==> config.mk <==
export PLATFORM = sky130hd
export DESIGN_NAME = multicycle_ctrl
export DESIGN_NICKNAME = d
export VERILOG_FILES = /design/src/rtl/multicycle_ctrl.sv
export SDC_FILE = /design/constraint.sdc
export NUM_CORES = 1
export LEC_CHECK = 0
export BUFFER_PORTS_ARGS = -buffer_cell sky130_fd_sc_hd__buf_2
export CAP_MARGIN = 20
export CELL_PAD_IN_SITES_DETAIL_PLACEMENT = 1
export CELL_PAD_IN_SITES_GLOBAL_PLACEMENT = 2
export CORE_MARGIN = 8
export CORE_UTILIZATION = 28
export DETAILED_ROUTE_END_ITERATION = 10
export PLACE_DENSITY_LB_ADDON = 0.1
export SKIP_LAST_GASP = 1
export SYNTH_ARGS = -nofsm -noshare
export SYNTH_HDL_FRONTEND = slang
export SYNTH_SLANG_ARGS = --single-unit
==> constraint.sdc <==
create_clock -name clk -period 1.7 [get_ports clk]
set_input_delay 0.085 -clock clk [delete_from_list [all_inputs] [get_ports clk]]
set_output_delay 0.085 -clock clk [all_outputs]
set_load 0.05 [all_outputs]
==> src/rtl/multicycle_ctrl.sv <==
// Multi-cycle RV32I control FSM: sequences FETCH/DECODE/EXEC/MEM/WB, drives the
// datapath selects and strobes, and adds a memory-wait watchdog and instret counter.
module multicycle_ctrl #(
  parameter int TIMEOUT = 255,
  parameter int CNT_W   = 32
) (
  input  logic             clk,
  input  logic             rst_n,
  input  logic [31:0]      instr,
  input  logic             br_taken,
  input  logic             imem_ready,
  input  logic             dmem_ready,
  output logic             imem_req,
  output logic             dmem_req,
  output logic             dmem_we,
  output logic             ir_we,
  output logic             pc_we,
  output logic [1:0]       pc_sel,
  output logic             reg_we,
  output logic [1:0]       wb_sel,
  output logic             alu_a_sel,
  output logic             alu_b_sel,
  output logic [2:0]       imm_sel,
  output logic             illegal,
  output logic             bus_err,
  output logic [CNT_W-1:0] instret
);
  localparam int WAIT_W = (TIMEOUT < 2) ? 1 : $clog2(TIMEOUT + 1);

  typedef enum logic [2:0] {
    FETCH = 3'd0, DECODE = 3'd1, EXEC = 3'd2, MEM = 3'd3, WB = 3'd4, TRAP = 3'd5
  } state_t;

  typedef enum logic [3:0] {
    C_OP, C_OPI, C_LUI, C_AUIPC, C_JAL, C_JALR, C_BR, C_LD, C_ST
  } cls_t;

  state_t              state_q, state_d;
  cls_t                cls_q, cls_d, dec_cls;
  logic [2:0]          imm_sel_q, imm_sel_d, dec_imm;
  logic                alu_a_q, alu_a_d, alu_b_q, alu_b_d;
  logic                illegal_q, illegal_d, bus_err_q, bus_err_d;
  logic [CNT_W-1:0]    instret_q, instret_d;
  logic [WAIT_W-1:0]   wait_q, wait_d;
  logic                dec_ok, rdy, waiting, wd_fire;
  logic                unused_instr;

  assign unused_instr = ^instr[31:7];

  always_comb begin
    dec_ok  = 1'b1;
    dec_cls = C_OP;
    dec_imm = 3'b000;
    case (instr[6:0])
      7'b0110111: begin dec_cls = C_LUI;   dec_imm = 3'b011; end
      7'b0010111: begin dec_cls = C_AUIPC; dec_imm = 3'b011; end
      7'b1101111: begin dec_cls = C_JAL;   dec_imm = 3'b100; end
      7'b1100111: begin dec_cls = C_JALR;  dec_imm = 3'b000; end
      7'b1100011: begin dec_cls = C_BR;    dec_imm = 3'b010; end
      7'b0000011: begin dec_cls = C_LD;    dec_imm = 3'b000; end
      7'b0100011: begin dec_cls = C_ST;    dec_imm = 3'b001; end
      7'b0010011: begin dec_cls = C_OPI;   dec_imm = 3'b000; end
      7'b0110011: begin dec_cls = C_OP;    dec_imm = 3'b000; end
      default:    dec_ok = 1'b0;
    endcase
  end

  // The watchdog only watches the ready line that belongs to the current request.
  assign rdy     = (state_q == FETCH) ? imem_ready : dmem_ready;
  assign waiting = ((state_q == FETCH) || (state_q == MEM)) && !rdy;
  assign wd_fire = (TIMEOUT != 0) && waiting && (32'(wait_q) == TIMEOUT - 1);

  always_comb begin
    state_d   = state_q;
    cls_d     = cls_q;
    imm_sel_d = imm_sel_q;
    alu_a_d   = alu_a_q;
    alu_b_d   = alu_b_q;
    illegal_d = illegal_q;
    bus_err_d = bus_err_q;
    instret_d = instret_q;
    case (state_q)
      FETCH: begin
        if (imem_ready)   state_d = DECODE;
        else if (wd_fire) begin state_d = TRAP; bus_err_d = 1'b1; end
      end
      DECODE: begin
        if (dec_ok) begin
          state_d   = EXEC;
          cls_d     = dec_cls;
          imm_sel_d = dec_imm;
          alu_a_d   = (dec_cls == C_AUIPC) || (dec_cls == C_JAL) || (dec_cls == C_BR);
          alu_b_d   = (dec_cls != C_OP);
        end else begin
          state_d   = TRAP;
          illegal_d = 1'b1;
        end
      end
      EXEC: begin
        if (cls_q == C_BR) begin
          state_d   = FETCH;
          instret_d = instret_q + CNT_W'(1);
        end else if ((cls_q == C_LD) || (cls_q == C_ST)) begin
          state_d = MEM;
        end else begin
          state_d = WB;
        end
      end
      MEM: begin
        if (dmem_ready) begin
          if (cls_q == C_ST) begin
            state_d   = FETCH;
            instret_d = instret_q + CNT_W'(1);
          end else begin
            state_d = WB;
          end
        end else if (wd_fire) begin
          state_d   = TRAP;
          bus_err_d = 1'b1;
        end
      end
      WB: begin
        state_d   = FETCH;
        instret_d = instret_q + CNT_W'(1);
      end
      default: state_d = TRAP;
    endcase
    wait_d = (waiting && (state_d == state_q)) ? wait_q + WAIT_W'(1) : '0;
  end

  // Requests and strobes are gated by rst_n so an asserted reset kills them at once.
  always_comb begin
    imem_req = rst_n && (state_q == FETCH);
    ir_we    = rst_n && (state_q == FETCH) && imem_ready;
    dmem_req = rst_n && (state_q == MEM);
    dmem_we  = rst_n && (state_q == MEM) && (cls_q == C_ST);
    reg_we   = rst_n && (state_q == WB);
    pc_we    = rst_n && (((state_q == EXEC) && (cls_q == C_BR)) ||
                         ((state_q == MEM) && (cls_q == C_ST) && dmem_ready) ||
                         (state_q == WB));
    pc_sel   = 2'b00;
    wb_sel   = 2'b00;
    if ((state_q == EXEC) && (cls_q == C_BR)) pc_sel = {1'b0, br_taken};
    if (state_q == WB) begin
      if (cls_q == C_JAL)       pc_sel = 2'b01;
      else if (cls_q == C_JALR) pc_sel = 2'b10;
      if (cls_q == C_LD)                             wb_sel = 2'b01;
      else if ((cls_q == C_JAL) || (cls_q == C_JALR)) wb_sel = 2'b10;
    end
  end

  assign alu_a_sel = alu_a_q;
  assign alu_b_sel = alu_b_q;
  assign imm_sel   = imm_sel_q;
  assign illegal   = illegal_q;
  assign bus_err   = bus_err_q;
  assign instret   = instret_q;

  always_ff @(posedge clk or negedge rst_n) begin
    if (!rst_n) begin
      state_q   <= FETCH;
      cls_q     <= C_OP;
      imm_sel_q <= 3'b000;
      alu_a_q   <= 1'b0;
      alu_b_q   <= 1'b0;
      illegal_q <= 1'b0;
      bus_err_q <= 1'b0;
      instret_q <= '0;
      wait_q    <= '0;
    end else begin
      state_q   <= state_d;
      cls_q     <= cls_d;
      imm_sel_q <= imm_sel_d;
      alu_a_q   <= alu_a_d;
      alu_b_q   <= alu_b_d;
      illegal_q <= illegal_d;
      bus_err_q <= bus_err_d;
      instret_q <= instret_d;
      wait_q    <= wait_d;
    end
  end
endmodule

Word-level counts from Yosys, hierarchy flattened

Index checks and enable logic that the tools add are counted.

Register bits after elaboration: 54
Bits of input ports: 37

Add/subtract/negate cells: 2
Eq/ne operators: 28
Multiplexer cells: 28
Bitwise operators: 1
Reductions and logical operators: 30

Operators by type and width:

| operator              | count |
|---|---|
| $mux 32               | 3 |
| $pmux 32 s3           | 1 |
| $add 32x1->32 const B | 1 |
| $pmux 4 s8            | 1 |
| $eq 4x3->1 const B    | 6 |
| $eq 7x6->1 const B    | 3 |
| $eq 7x7->1 const B    | 3 |
| $mux 3                | 7 |
| $pmux 3 s5            | 1 |
| $eq 7x5->1 const B    | 2 |
| $logic_and 1x1->1     | 12 |
| $mux 2                | 6 |
| $pmux 3 s4            | 1 |
| $ne 2x2->1 const B    | 5 |
| $reduce_or 9->1       | 1 |
| $add 8x1->8 const B   | 1 |
| $eq 8x8->1 const B    | 1 |
| $mux 8                | 1 |
| $eq 7x2->1 const B    | 1 |
| $logic_or 1x1->1      | 7 |
| $eq 3x2->1 const B    | 2 |
| $mux 1                | 6 |
| $eq 4x2->1 const B    | 1 |
| $eq 4x4->1 const B    | 1 |
| 14 further kinds      | 15 |

Logic depth before layout (Yosys ltp)

Gate-level depths: netlist of the first run.

Word-level depth: 11
Gate-level depth with buffers: 7

Worst setup path after synthesis of the first run

Ideal clock, no wire load.

Kind: reg2out
Start: register state_q[0]
End: output port pc_sel[0]
Arrival: 3.547 ns
Data required time: 1.615 ns
Slack: -1.932 ns
Cell stages (with the launch flop): 6
Cells stage by stage: dfrtp_1 -> buf_2 -> or3b_1 -> nor4b_1 -> a21oi_1 -> nor2_1

Longest elaborated chain between the ends: 6
Elaborated cells on any way between the ends: 7

RTL lines:

| what                   | RTL line | source |
|---|---|---|
| start, declared        | 38       | `state_t state_q, state_d;` |
| start signal, assigned | 171      | `state_q <= state_d;` |
| $eq 3x2->1             | 143      | `if ((state_q == EXEC) && (cls_q == C_BR)) pc_sel = {1'b0, br_taken};` |
| $logic_and 1x1->1      | 143      |  |
| $mux 1                 | 143      |  |
| $mux 2                 | 146      | `else if (cls_q == C_JALR) pc_sel = 2'b10;` |
| $mux 2                 | 145      | `if (cls_q == C_JAL) pc_sel = 2'b01;` |
| $mux 2 (*)             | 144      | `if (state_q == WB) begin` |
| end, declared          | 18       | `output logic [1:0] pc_sel,` |

Every way passes the cells marked *; elsewhere a longest branch is shown, timed or not.

Worst setup path in the final report of the first run

Start: register state_q[2]
End: output port pc_we

Longest elaborated chain between the ends: 6
Elaborated cells on any way between the ends: 9

RTL lines:

| what                           | RTL line | source |
|---|---|---|
| $eq 3x2->1                     | 139      | `((state_q == MEM) && (cls_q == C_ST) && dmem_ready) \|\|` |
| $logic_and 1x1->1 (2 in a row) | 139      |  |
| $logic_or 1x1->1               | 138      | `pc_we = rst_n && (((state_q == EXEC) && (cls_q == C_BR)) \|\|` |
| $logic_or 1x1->1 (*)           | 139      |  |
| $logic_and 1x1->1 (*)          | 138      |  |
| end, declared                  | 17       | `output logic pc_we,` |

Marked as above.

==> out/results.txt, run 1 <==
Static leakage: 2.31 nW
Clk slew on worst S/H paths: 0.11 ns
Yosys warns: 0
Die area: 13800 um^2
Worst slew margin: 58.9%
Placed inst area: 3940 um^2
Max stage delay cell, worst path: dfrtp_1
Fillcell total: 1131
Critical setup path kind: flop to primary output
Buffers on Ports: 60
Final net count: 471
Reg-to-reg endpoint: instret[14]
First-pass GRT wire length: 15000 um
Final Slew Violations: 0
Crit. End Element: primary output
First-pass DRT Iterations: 4
Worst-Skew Late Latency: 0.31 ns
Syn-to-layout area delta: 64.5%
Violations in the final reports: negative setup slack
Dpl hpwl: 6400 um
TritonCTS buffer count: 5
Critical-path maximum fanout: 4
ANT cells: 0
WL per Instance: 16.0 um
Final setup vio count: 53
Row count: 37
H-tree depth: 2
Fin area: 4750 um^2
Logic gate share of total power: 4.4%
Largest net degree at the start of global routing: 31
PD cells: 481 nW/um^2
Unrepaired setup endpoints after global routing: true
Initial antenna violation count: 0
Hold crit path type: input pin to flop
CP cell instances: buf_6 > or3b_4 > buf_4 > o31ai_4 > or2_4 > and2_4 > buf_8
Clock Path Buffers: 2
Worst Max-Slew Pin Slew: 0.601 ns
Max Cap Viol: 0
Sequential-to-total area share from yosys stat: 46.8%
DR vias: 2701
RD Place Congestion: 0.786
Max frequency: 0.489 GHz
Final Hold Fails: 0
Synth Cell Area: 2890 um^2
WHS: 0.184 ns
Switch Pwr: 0.000530 W
WL final: 9090 um
Fin worst setup slack: -0.344 ns
Post-synth EDFFs: 0
Clock power frac: 39.5%
Period utilization: 120%
VDD IR-drop max: 335 uV
Die Wd: 118 um
Cell count after synthesis: 292
Net count after synthesis: 332
Critical Path Start Type: flop
Hold path depth: 4
Status: complete, but fails checks
Max incr delay on CP: 0.41 ns
IO Pins: 86
CTS root buffer: clkbuf_8
Hold Path End: imm_sel[2]
Top_reg_cell synth: dfrtp_1
GRT Total Usage: 12.9%
Critical Path AT: 1.96 ns
Synth cell types: 49
Iter 0 DRT Violations: 72
Sequential share of power: 56.2%
Skew final: 0.0121 ns
Initial Util: 28.3%
Clock Sinks: 54
Vias in the first global route: 2933
Grt ovf: 0
Worst EP required: 1.62 ns
Synth Register Bits: 54
R2R cell count: 10
Final min period: 2.04 ns
Hold_sp: instr[3]
CTS tree: built
Mean Syn Cell Area: 9.88 um^2
Antenna Nets Post-Route: 0
Ys async rst share: 100%
Int Power: 0.00175 W
Reg2reg setup slack: -0.32 ns
Vias per inst: 4.76
Post-Place Worst Slack: -0.180 ns
Switch share: 23.2%
# DRC: 0
Core Region: 10200 um^2
Fraction of layout cells with a size suffix above 1: 55.8%
Die Y-Extent: 118 um
R2r startpoint: state_q[2]
[cells by family after synthesis]
group	count (synthesis)	share of synthesized area, %
AO/OA/AOI/OAI	39	9.02
XOR/XNOR	37	11.2
adder cells (fa/ha/maj)	3	1.30
buffers and inverters	20	3.08
flip-flops	54	46.8
multiplexers	1	0.390
AND/OR/NAND/NOR	138	28.1
[through the flow]
step	cells	total power, W	TNS (ns)	util, %
6_report	568	0.00228	-10.64	46.6
5_1_grt	568	0.00239	-15.80	46.6
4_1_cts	556	0.00233	-10.11	43.8
3_5_place_dp	533	0.00141	-2.59	38.7
3_3_place_gp	533	0.00140	-1.33	38.7
2_1_floorplan	292	0.00133	-2.94	-
[power groups by stage]
stage          Combinational, W  Clock (W)  Sequential, W
2_1_floorplan         0.0000243          0        0.00131
3_3_place_gp          0.0000950          0        0.00131
3_5_place_dp          0.0000971          0        0.00131
4_1_cts                0.000101   0.000944        0.00128
5_1_grt                0.000114   0.000991        0.00128
6_report              0.0000997   0.000902        0.00128
[cells in the final DEF, fill, tap and decap left out, types with 3 or more instances in the layout]
cell / Yosys / layout
and3b_1: 3 / 3
a21oi_1: 8 / 6
nor4_4: 1 / 8
clkbuf_8: 0 / 5
nand4_1: 10 / 10
nor2_4: 0 / 8
dfrtp_1: 54 / 34
inv_1: 11 / 10
xor2_1: 25 / 24
nand2b_1: 4 / 3
nand2_1: 25 / 22
buf_6: 1 / 21
nand3_1: 12 / 8
and3_1: 10 / 5
buf_8: 0 / 8
nand3_4: 0 / 3
buf_2: 2 / 50
nor3_2: 0 / 9
xnor2_1: 12 / 10
and3_4: 0 / 5
o21ai_2: 0 / 3
buf_12: 0 / 4
buf_4: 1 / 54
nand3b_1: 5 / 5
nor2_2: 0 / 8
nor2_1: 28 / 12
o21ai_1: 7 / 4
and2_4: 0 / 3
and4_1: 4 / 4
o22ai_1: 3 / 3
dfrtp_2: 0 / 20
o21ai_0: 7 / 7
[cells in the mapped netlist (2+ instances only)]
master	instances	area share, %
and2_1	5	1.1
a211oi_1	2	0.52
or2_2	2	0.43
a21oi_1	8	1.4
nand2_1	25	3.3
nor3_1	13	2.3
nand3b_1	5	1.3
inv_1	11	1.4
buf_2	2	0.35
and4_1	4	1.2
xor2_1	25	7.6
nand4_1	10	2.2
xnor2_1	12	3.6
dfrtp_1	54	47
or2_1	2	0.43
and3b_1	3	0.91
clkbuf_1	5	0.65
and3_1	10	2.2
nand2b_1	4	0.87
nand3_1	12	2.1
o22ai_1	3	0.65
ha_1	3	1.3
o21ai_1	7	1.2
nor2_1	28	3.6
nor4_2	7	3.0
o21ai_0	7	1.2
[worst max path at each step]
stage	from	end	slack, ns	cells after the start
6_report	state_q[2]	pc_we	-0.34	7
5_1_grt	state_q[0]	instret[9]	-0.43	7
3_3_place_gp	state_q[2]	instret[30]	-0.12	6
4_1_cts	state_q[0]	pc_sel[0]	-0.36	6
3_5_place_dp	state_q[2]	instret[30]	-0.18	6
2_1_floorplan	state_q[0]	pc_sel[0]	-0.40	5
[layer usage]
metal  global-route usage [%]  routed length [um]  up-vias
li1                         -                   -     1295
met1                     16.0                4090     1360
met2                     22.7                4660       42
met3                     2.30                 268        4
met4                     2.80                  70        0
met5                        0                   0        -
[critical path, delay by kind of cell (launching register included)]
kind	cells	cell delay [ns]
compound gates	1	0.06
simple gates	3	0.75
buf+inv	3	0.42
flops	1	0.41
[registers in the layout (all words and copies together), names as in the netlist]
name / cells
alu_a_sel: 1
imm_sel: 3
cls_q: 4
instret: 32
bus_err: 1
wait_q: 8
illegal: 1
alu_b_sel: 1
state_q: 3
[timing repair]
item | 4_1_cts | 5_1_grt
gates resized for setup | 63 | 45
gates cloned | 2 | 2
hold buffers | 1 | 0
endpoints found under the setup margin | 50 | 61
endpoints found under the hold margin | 24 | 0
setup buffers | 12 | 11
pin swaps | 26 | 11
[cell type report]
| class | instances | area (um^2) | area share, % |
|---|---|---|---|
| multi-input cells | 218 | 1850 | 39.0 |
| flip-flops and latches | 54 | 1380 | 29.0 |
| repair buffers | 141 | 1190 | 25.1 |
| well taps | 136 | 170 | 3.58 |
| clock buffers | 5 | 68.8 | 1.45 |
| clock inverters | 3 | 45.0 | 0.949 |
| inverters | 11 | 43.8 | 0.923 |
Note: power is estimated with default switching activity, not from simulation.
==> run 2: changes to the inputs <==
SKIP_CTS_REPAIR_TIMING = 1   (was not set)
SKIP_LAST_GASP = not set   (was 1)
==> out/results.txt, run 2 (synthesis gave the netlist of run 1 again) <==
Status: complete, but fails checks
Violations in the final reports: negative setup slack
Hold crit path type: input pin to flop
VDD IR-drop max: 343 uV (+2.3%)
CP cell instances: buf_6 > or3b_4 > nor4b_4 > a21oi_2 > nor2_4 > buf_8
Max incr delay on CP: 0.41 ns (about the same)
RD Place Congestion: 0.786 (unchanged)
Max stage delay cell, worst path: dfrtp_1
WL per Instance: 15.4 um (-3.6%)
Grt ovf: 0 (unchanged)
First-pass DRT Iterations: 4 (unchanged)
Final setup vio count: 41 (-23%)
Final Hold Fails: 0 (unchanged)
Worst slew margin: 59.0% (+0.12 points)
Hold_sp: instr[3]
Worst Max-Slew Pin Slew: 0.599 ns (-0.00172 ns)
Worst-Skew Late Latency: 0.31 ns (about the same)
TritonCTS buffer count: 5 (unchanged)
Reg-to-reg endpoint: instret[27]
GRT Total Usage: 12.0% (-0.88 points)
Unrepaired setup endpoints after global routing: true
Most frequent cells in the layout: buf_4 (53), buf_2 (50), dfrtp_1 (33), xor2_1 (25), nand2_1 (22)
Period utilization: 121% (+0.37 points)
Skew final: 0.0116 ns (-0.000538 ns)
Critical setup path kind: flop to primary output
Dpl hpwl: 6400 um (unchanged)
Static leakage: 2.24 nW (-3.2%)
CTS tree: built
Final net count: 457 (-3.0%)
R2r startpoint: state_q[0]
Fin area: 4510 um^2 (-4.9%)
Fraction of layout cells with a size suffix above 1: 54.3% (-1.5 points)
# DRC: 0 (unchanged)
Sum Neg Setup Slack: -6.56 ns (+4.08 ns)
Antenna Nets Post-Route: 0 (unchanged)
Hold Path End: imm_sel[2]
Cell family contributing the most delay on the critical path: simple AND/OR/NAND/NOR gates
Die Y-Extent: 118 um (unchanged)
ANT cells: 0 (unchanged)
Clk slew on worst S/H paths: 0.11 ns (about the same)
Largest net degree at the start of global routing: 31 (unchanged)
R2R cell count: 7 (-3)
WP buf/inv: 2 (-1)
Initial antenna violation count: 0 (unchanged)
First-pass GRT wire length: 14100 um (-6.3%)
Worst EP required: 1.62 ns (about the same)
CTS root buffer: clkbuf_8
Critical Path AT: 1.96 ns (about the same)
Fin worst setup slack: -0.350 ns (-0.00626 ns)
Iter 0 DRT Violations: 69 (-4.2%)
Clock Path Buffers: 2 (unchanged)
Final cell count without fillers: 554 (-2.5%)
Row count: 37 (unchanged)
Hold path depth: 4 (unchanged)
Max FFs per register: 32 (unchanged)
Die Wd: 118 um (unchanged)
WL final: 8540 um (-6.0%)
DR vias: 2595 (-3.9%)
Max frequency: 0.488 GHz (-0.31%)
Most common cell after layout, fill and taps aside: buf_4
Placed inst area: 3940 um^2 (unchanged)
Crit. End Element: primary output
Final min period: 2.05 ns (+0.00626 ns)
Vias per inst: 4.68 (-1.5%)
Placed insts: 533 (unchanged)
Die area: 13800 um^2 (unchanged)
H-tree depth: 2 (unchanged)
Post-Place Worst Slack: -0.180 ns (unchanged)
Critical-path maximum fanout: 3 (-1)
Initial Util: 28.3% (unchanged)
IO Pins: 86 (unchanged)
Max Cap Viol: 0 (unchanged)
Clock Sinks: 54 (unchanged)
Buffers on Ports: 60 (unchanged)
Vias in the first global route: 2801 (-4.5%)
Syn-to-layout area delta: 56.5%
Final Slew Violations: 0 (unchanged)
Pwr Total: 0.00228 W (-0.30%)
Critical Path Start Type: flop
Core Region: 10200 um^2 (unchanged)
PD cells: 505 nW/um^2 (+4.8%)
Reg2reg setup slack: -0.29 ns (+0.03 ns)
run 2: changes by cell type in the layout (fill, tap and decap cells not counted), sizes merged:
| cell | before | now |
|---|---|---|
| buf | 137 | 126 |
| bufbuf | 2 | 0 |
| clkbuf | 6 | 5 |
run 2: worst reg2reg max path, cell delays in order, from the launching register on:
cell and delay (ns):
dfrtp_1 0.41, buf_4 0.14, or3b_4 0.38, o31ai_4 0.23, o21ai_2 0.12, buf_12 0.19
nor4_4 0.28, xor2_1 0.17
run 2: area by class of cell:
class	instances	area, um^2
timing repair buffer	127	986
sequential	54	1380
clock inverter	3	45.0
multi-input combinational	218	1830
inverter	11	41.3
fill	1138	5670
tap	136	170
clock buffer	5	68.8
run 2: per-layer routing:
layer  vias up  share of wire, %  global-route usage, %
met5         -                 0                      0
met4         0              0.49                   2.40
met3         2               2.9                   2.30
met2        34                50                   20.8
met1      1284                46                   15.1
li1       1275                 -                      -
run 2: metrics by stage:
| stage | hold slack [ns] | utilization (%) |
|---|---|---|
| floorplan | -0.211 | - |
| global placement | -0.0336 | 38.7 |
| detailed placement | -0.0314 | 38.7 |
| CTS | -0.373 | 39.8 |
| global route | 0.200 | 44.3 |
| finish | 0.169 | 44.3 |
run 2: worst max path at each step:
stage	startpoint	endpoint	slack, ns	cells past startpoint
2_1_floorplan	state_q[0]	pc_sel[0]	-0.40	5
3_3_place_gp	state_q[2]	instret[30]	-0.12	6
3_5_place_dp	state_q[2]	instret[30]	-0.18	6
4_1_cts	state_q[2]	pc_sel[0]	-0.49	6
5_1_grt	state_q[0]	pc_sel[0]	-0.44	6
6_report	state_q[0]	pc_sel[0]	-0.35	6
run 2: report_power, final:
group | internal, W | total (W) | switching, W
Combinational | 0.0000321 | 0.0000982 | 0.0000661
Clock | 0.000439 | 0.000897 | 0.000457
Sequential | 0.00128 | 0.00128 | 0
Total | 0.00175 | 0.00228 | 0.000523
==> run 3: changes to the inputs <==
ABC_AREA = 1   (was not set)
CORE_UTILIZATION = 26   (was 28)
==> out/results.txt, run 3 <==
Cell family contributing the most delay on the critical path: simple AND/OR/NAND/NOR gates
Vias per inst: 4.41 (-5.9%)
Die Wd: 128 um (+9.1%)
Met1 Use GR: 15.6% (+0.45 points)
Worst EP required: 1.62 ns (about the same)
Vias in the first global route: 3367 (+20%)
Skew final: 0.00960 ns (-0.00200 ns)
Synth Cell Area: 3280 um^2 (+14%)
Mean Syn Cell Area: 7.30 um^2 (-26%)
Gr busiest metal: met2
Largest net degree at the start of global routing: 55 (+77%)
TritonCTS buffer count: 5 (unchanged)
Count leader, synth: nand2_1
VDD IR-drop max: 325 uV (-5.2%)
Max Cap Viol: 0 (unchanged)
CP cell instances: buf_4 > nor3_4 > nand2_1 > nand3_4 > inv_4 > nor2_4 > buf_8
Met3 Use GR: 3.58% (+1.3 points)
CTS root buffer: clkbuf_16
WL final: 10700 um (+25%)
Sequential-to-total area share from yosys stat: 41.3% (-5.6 points)
Max FFs per register: 32 (unchanged)
GRT Total Usage: 13.4% (+1.4 points)
WL per Instance: 14.7 um (-4.7%)
Yosys warns: 0 (unchanged)
IO Pins: 86 (unchanged)
Syn-to-layout area delta: 37.5%
Worst-Skew Late Latency: 0.31 ns (about the same)
Synth Register Bits: 54 (unchanged)
Clock Sinks: 54 (unchanged)
Cell count after synthesis: 449 (+54%)
Die Y-Extent: 128 um (+9.1%)
GRT met2 Usage: 23.2% (+2.4 points)
Final setup vio count: 0 (-100%)
Most common cell after layout, fill and taps aside: nand2_1
Static leakage: 2.14 nW (-4.4%)
H-tree depth: 2 (unchanged)
Iter 0 DRT Violations: 96 (+39%)
Top_reg_cell synth: dfrtp_1
Post-synth EDFFs: 0 (unchanged)
Status: complete, but fails checks
CTS tree: built
First-pass GRT wire length: 17100 um (+21%)
Die area: 16400 um^2 (+19%)
Max stage delay cell, worst path: dfrtp_2
Period utilization: 99.6% (-21 points)
Final net count: 596 (+30%)
Synth cell count leaders: nand2_1 (124), nor2_1 (67), dfrtp_1 (54), inv_1 (50), xor2_1 (26)
WHS: -0.0254 ns (-0.195 ns)
First-pass DRT Iterations: 4 (unchanged)
Core Region: 12500 um^2 (+22%)
Violations in the final reports: negative hold slack
Clock Path Buffers: 2 (unchanged)
Top-area cell type share of the netlist area: 41.3% (-5.6 points)
Max frequency: 0.591 GHz (+21%)
# DRC: 0 (unchanged)
Initial antenna violation count: 0 (unchanged)
Placed inst area: 4070 um^2 (+3.2%)
Hold crit path type: input pin to asynchronous set/reset pin
Final min period: 1.69 ns (-0.357 ns)
Row count: 41 (+11%)
Most frequent cells in the layout: nand2_1 (118), buf_2 (55), nor2_1 (51), inv_1 (48), buf_4 (44)
Final Hold Fails: 9 (+9)
RD Place Congestion: 0.805 (+2.4%)
Initial Util: 26.3% (-2.1 points)
Fin area: 4510 um^2 (-0.19%)
Area leader, netlist: dfrtp_1
Crit. End Element: primary output
Clk slew on worst S/H paths: 0.07 ns (-0.04 ns)
Worst Max-Slew Pin Slew: 0.784 ns (+0.185 ns)
Worst slew margin: 47.7% (-11 points)
DR vias: 3212 (+24%)
Synth cell types: 33 (-33%)
Ys async rst share: 100% (unchanged)
ANT cells: 0 (unchanged)
Pwr Total: 0.00239 W (+4.9%)
PD cells: 531 nW/um^2 (+5.1%)
Critical Path AT: 1.61 ns (-0.35 ns)
Area contributors post-synth: dfrtp_1 (41%), nand2_1 (14%), nor2_1 (7.7%)
Net count after synthesis: 489 (+47%)
Dpl hpwl: 8300 um (+30%)
WP buf/inv: 3 (+1)
Max incr delay on CP: 0.43 ns (+0.02 ns)
Buffers on Ports: 60 (unchanged)
Unrepaired setup endpoints after global routing: true
Fraction of layout cells with a size suffix above 1: 33.4% (-21 points)
Antenna Nets Post-Route: 0 (unchanged)
Final Slew Violations: 0 (unchanged)
Critical setup path kind: flop to primary output
Critical-path maximum fanout: 3 (unchanged)
Grt ovf: 0 (unchanged)
Critical Path Start Type: flop
run 3: changes by cell type after synthesis, moves of 4 or more:
cell	previous run	this run
nand2_1	25	124
inv_1	11	50
nor2_1	28	67
o21ai_0	7	24
and3_1	10	1
nand3_1	12	21
xnor2_1	12	4
nor4_2	7	0
clkbuf_1	5	0
nor3_1	13	18
and2_1	5	1
and4_1	4	0
nand2_2	0	4
nand2b_1	4	0
run 3: worst register-to-register path, cell delays in order (launching register included):
cell     delay (ns)
dfrtp_2        0.47
buf_6          0.14
nor2_4         0.17
nand2_4        0.09
nand2_1        0.07
nor2_1         0.04
nand2_1        0.07
nor2_2         0.05
nand2_2        0.07
nand2_1        0.06
nand2_2        0.08
nand3_4        0.14
nor2_4         0.13
run 3: layer usage:
metal | vias to the layer above | routed length, um
met4 | 0 | 138
met2 | 43 | 5430
met1 | 1528 | 4730
met3 | 6 | 419
li1 | 1635 | -
met5 | - | 0
run 3: kinds of logic (layout without fill, tap and decap cells):
logic type / count (synthesis) / in the layout / share of synthesized area [%]
AO/OA/AOI/OAI: 38 / 38 / 6.38
adder cells (fa/ha/maj): 3 / 3 / 1.15
XOR/XNOR: 30 / 30 / 8.02
flip-flops: 54 / 54 / 41.3
AND/OR/NAND/NOR: 267 / 267 / 36.1
buffers and inverters: 57 / 165 / 7.10
run 3: worst paths after layout:
kind | endpoint | from | slack [ns] | depth (start not counted)
min in group clk | state_q[2] | dmem_ready | 0.10 | 3
min reg2reg | bus_err | bus_err | 0.47 | 1
min | instret[2] | rst_n | -0.03 | 2
max in group asynchronous | instret[15] | rst_n | 1.12 | 2
max reg2reg | wait_q[3] | state_q[2] | 0.05 | 12
max | pc_we | cls_q[0] | 0.007 | 7
run 3: final cells by class:
cell class / instances / area (um^2)
tap: 172 / 215
inverter: 51 / 194
multi-input combinational: 338 / 1900
sequential: 54 / 1370
timing repair buffer: 106 / 684
fill: 1550 / 7960
clock buffer: 8 / 136
run 3: power breakdown:
part           internal (W)  switching [W]  leakage [nW]
Sequential          0.00128              0         0.682
Clock              0.000550       0.000480        0.0652
Combinational     0.0000168      0.0000593          1.39
Total               0.00185       0.000539          2.14
run 3: through the flow:
stage / instances / utilization, % / hold slack [ns] / setup TNS [ns] / worst slack, ns
2_1_floorplan: 449 / - / -0.211 / -0.0907 / -0.0907
3_3_place_gp: 711 / 32.6 / 0.365 / 0 / 0.0316
3_5_place_dp: 711 / 32.6 / 0.371 / -0.00562 / -0.00368
4_1_cts: 719 / 33.7 / 0.0283 / -0.841 / -0.256
5_1_grt: 729 / 36.1 / 0.0743 / -0.809 / -0.0993
6_report: 729 / 36.1 / -0.0254 / 0 / 0.00728
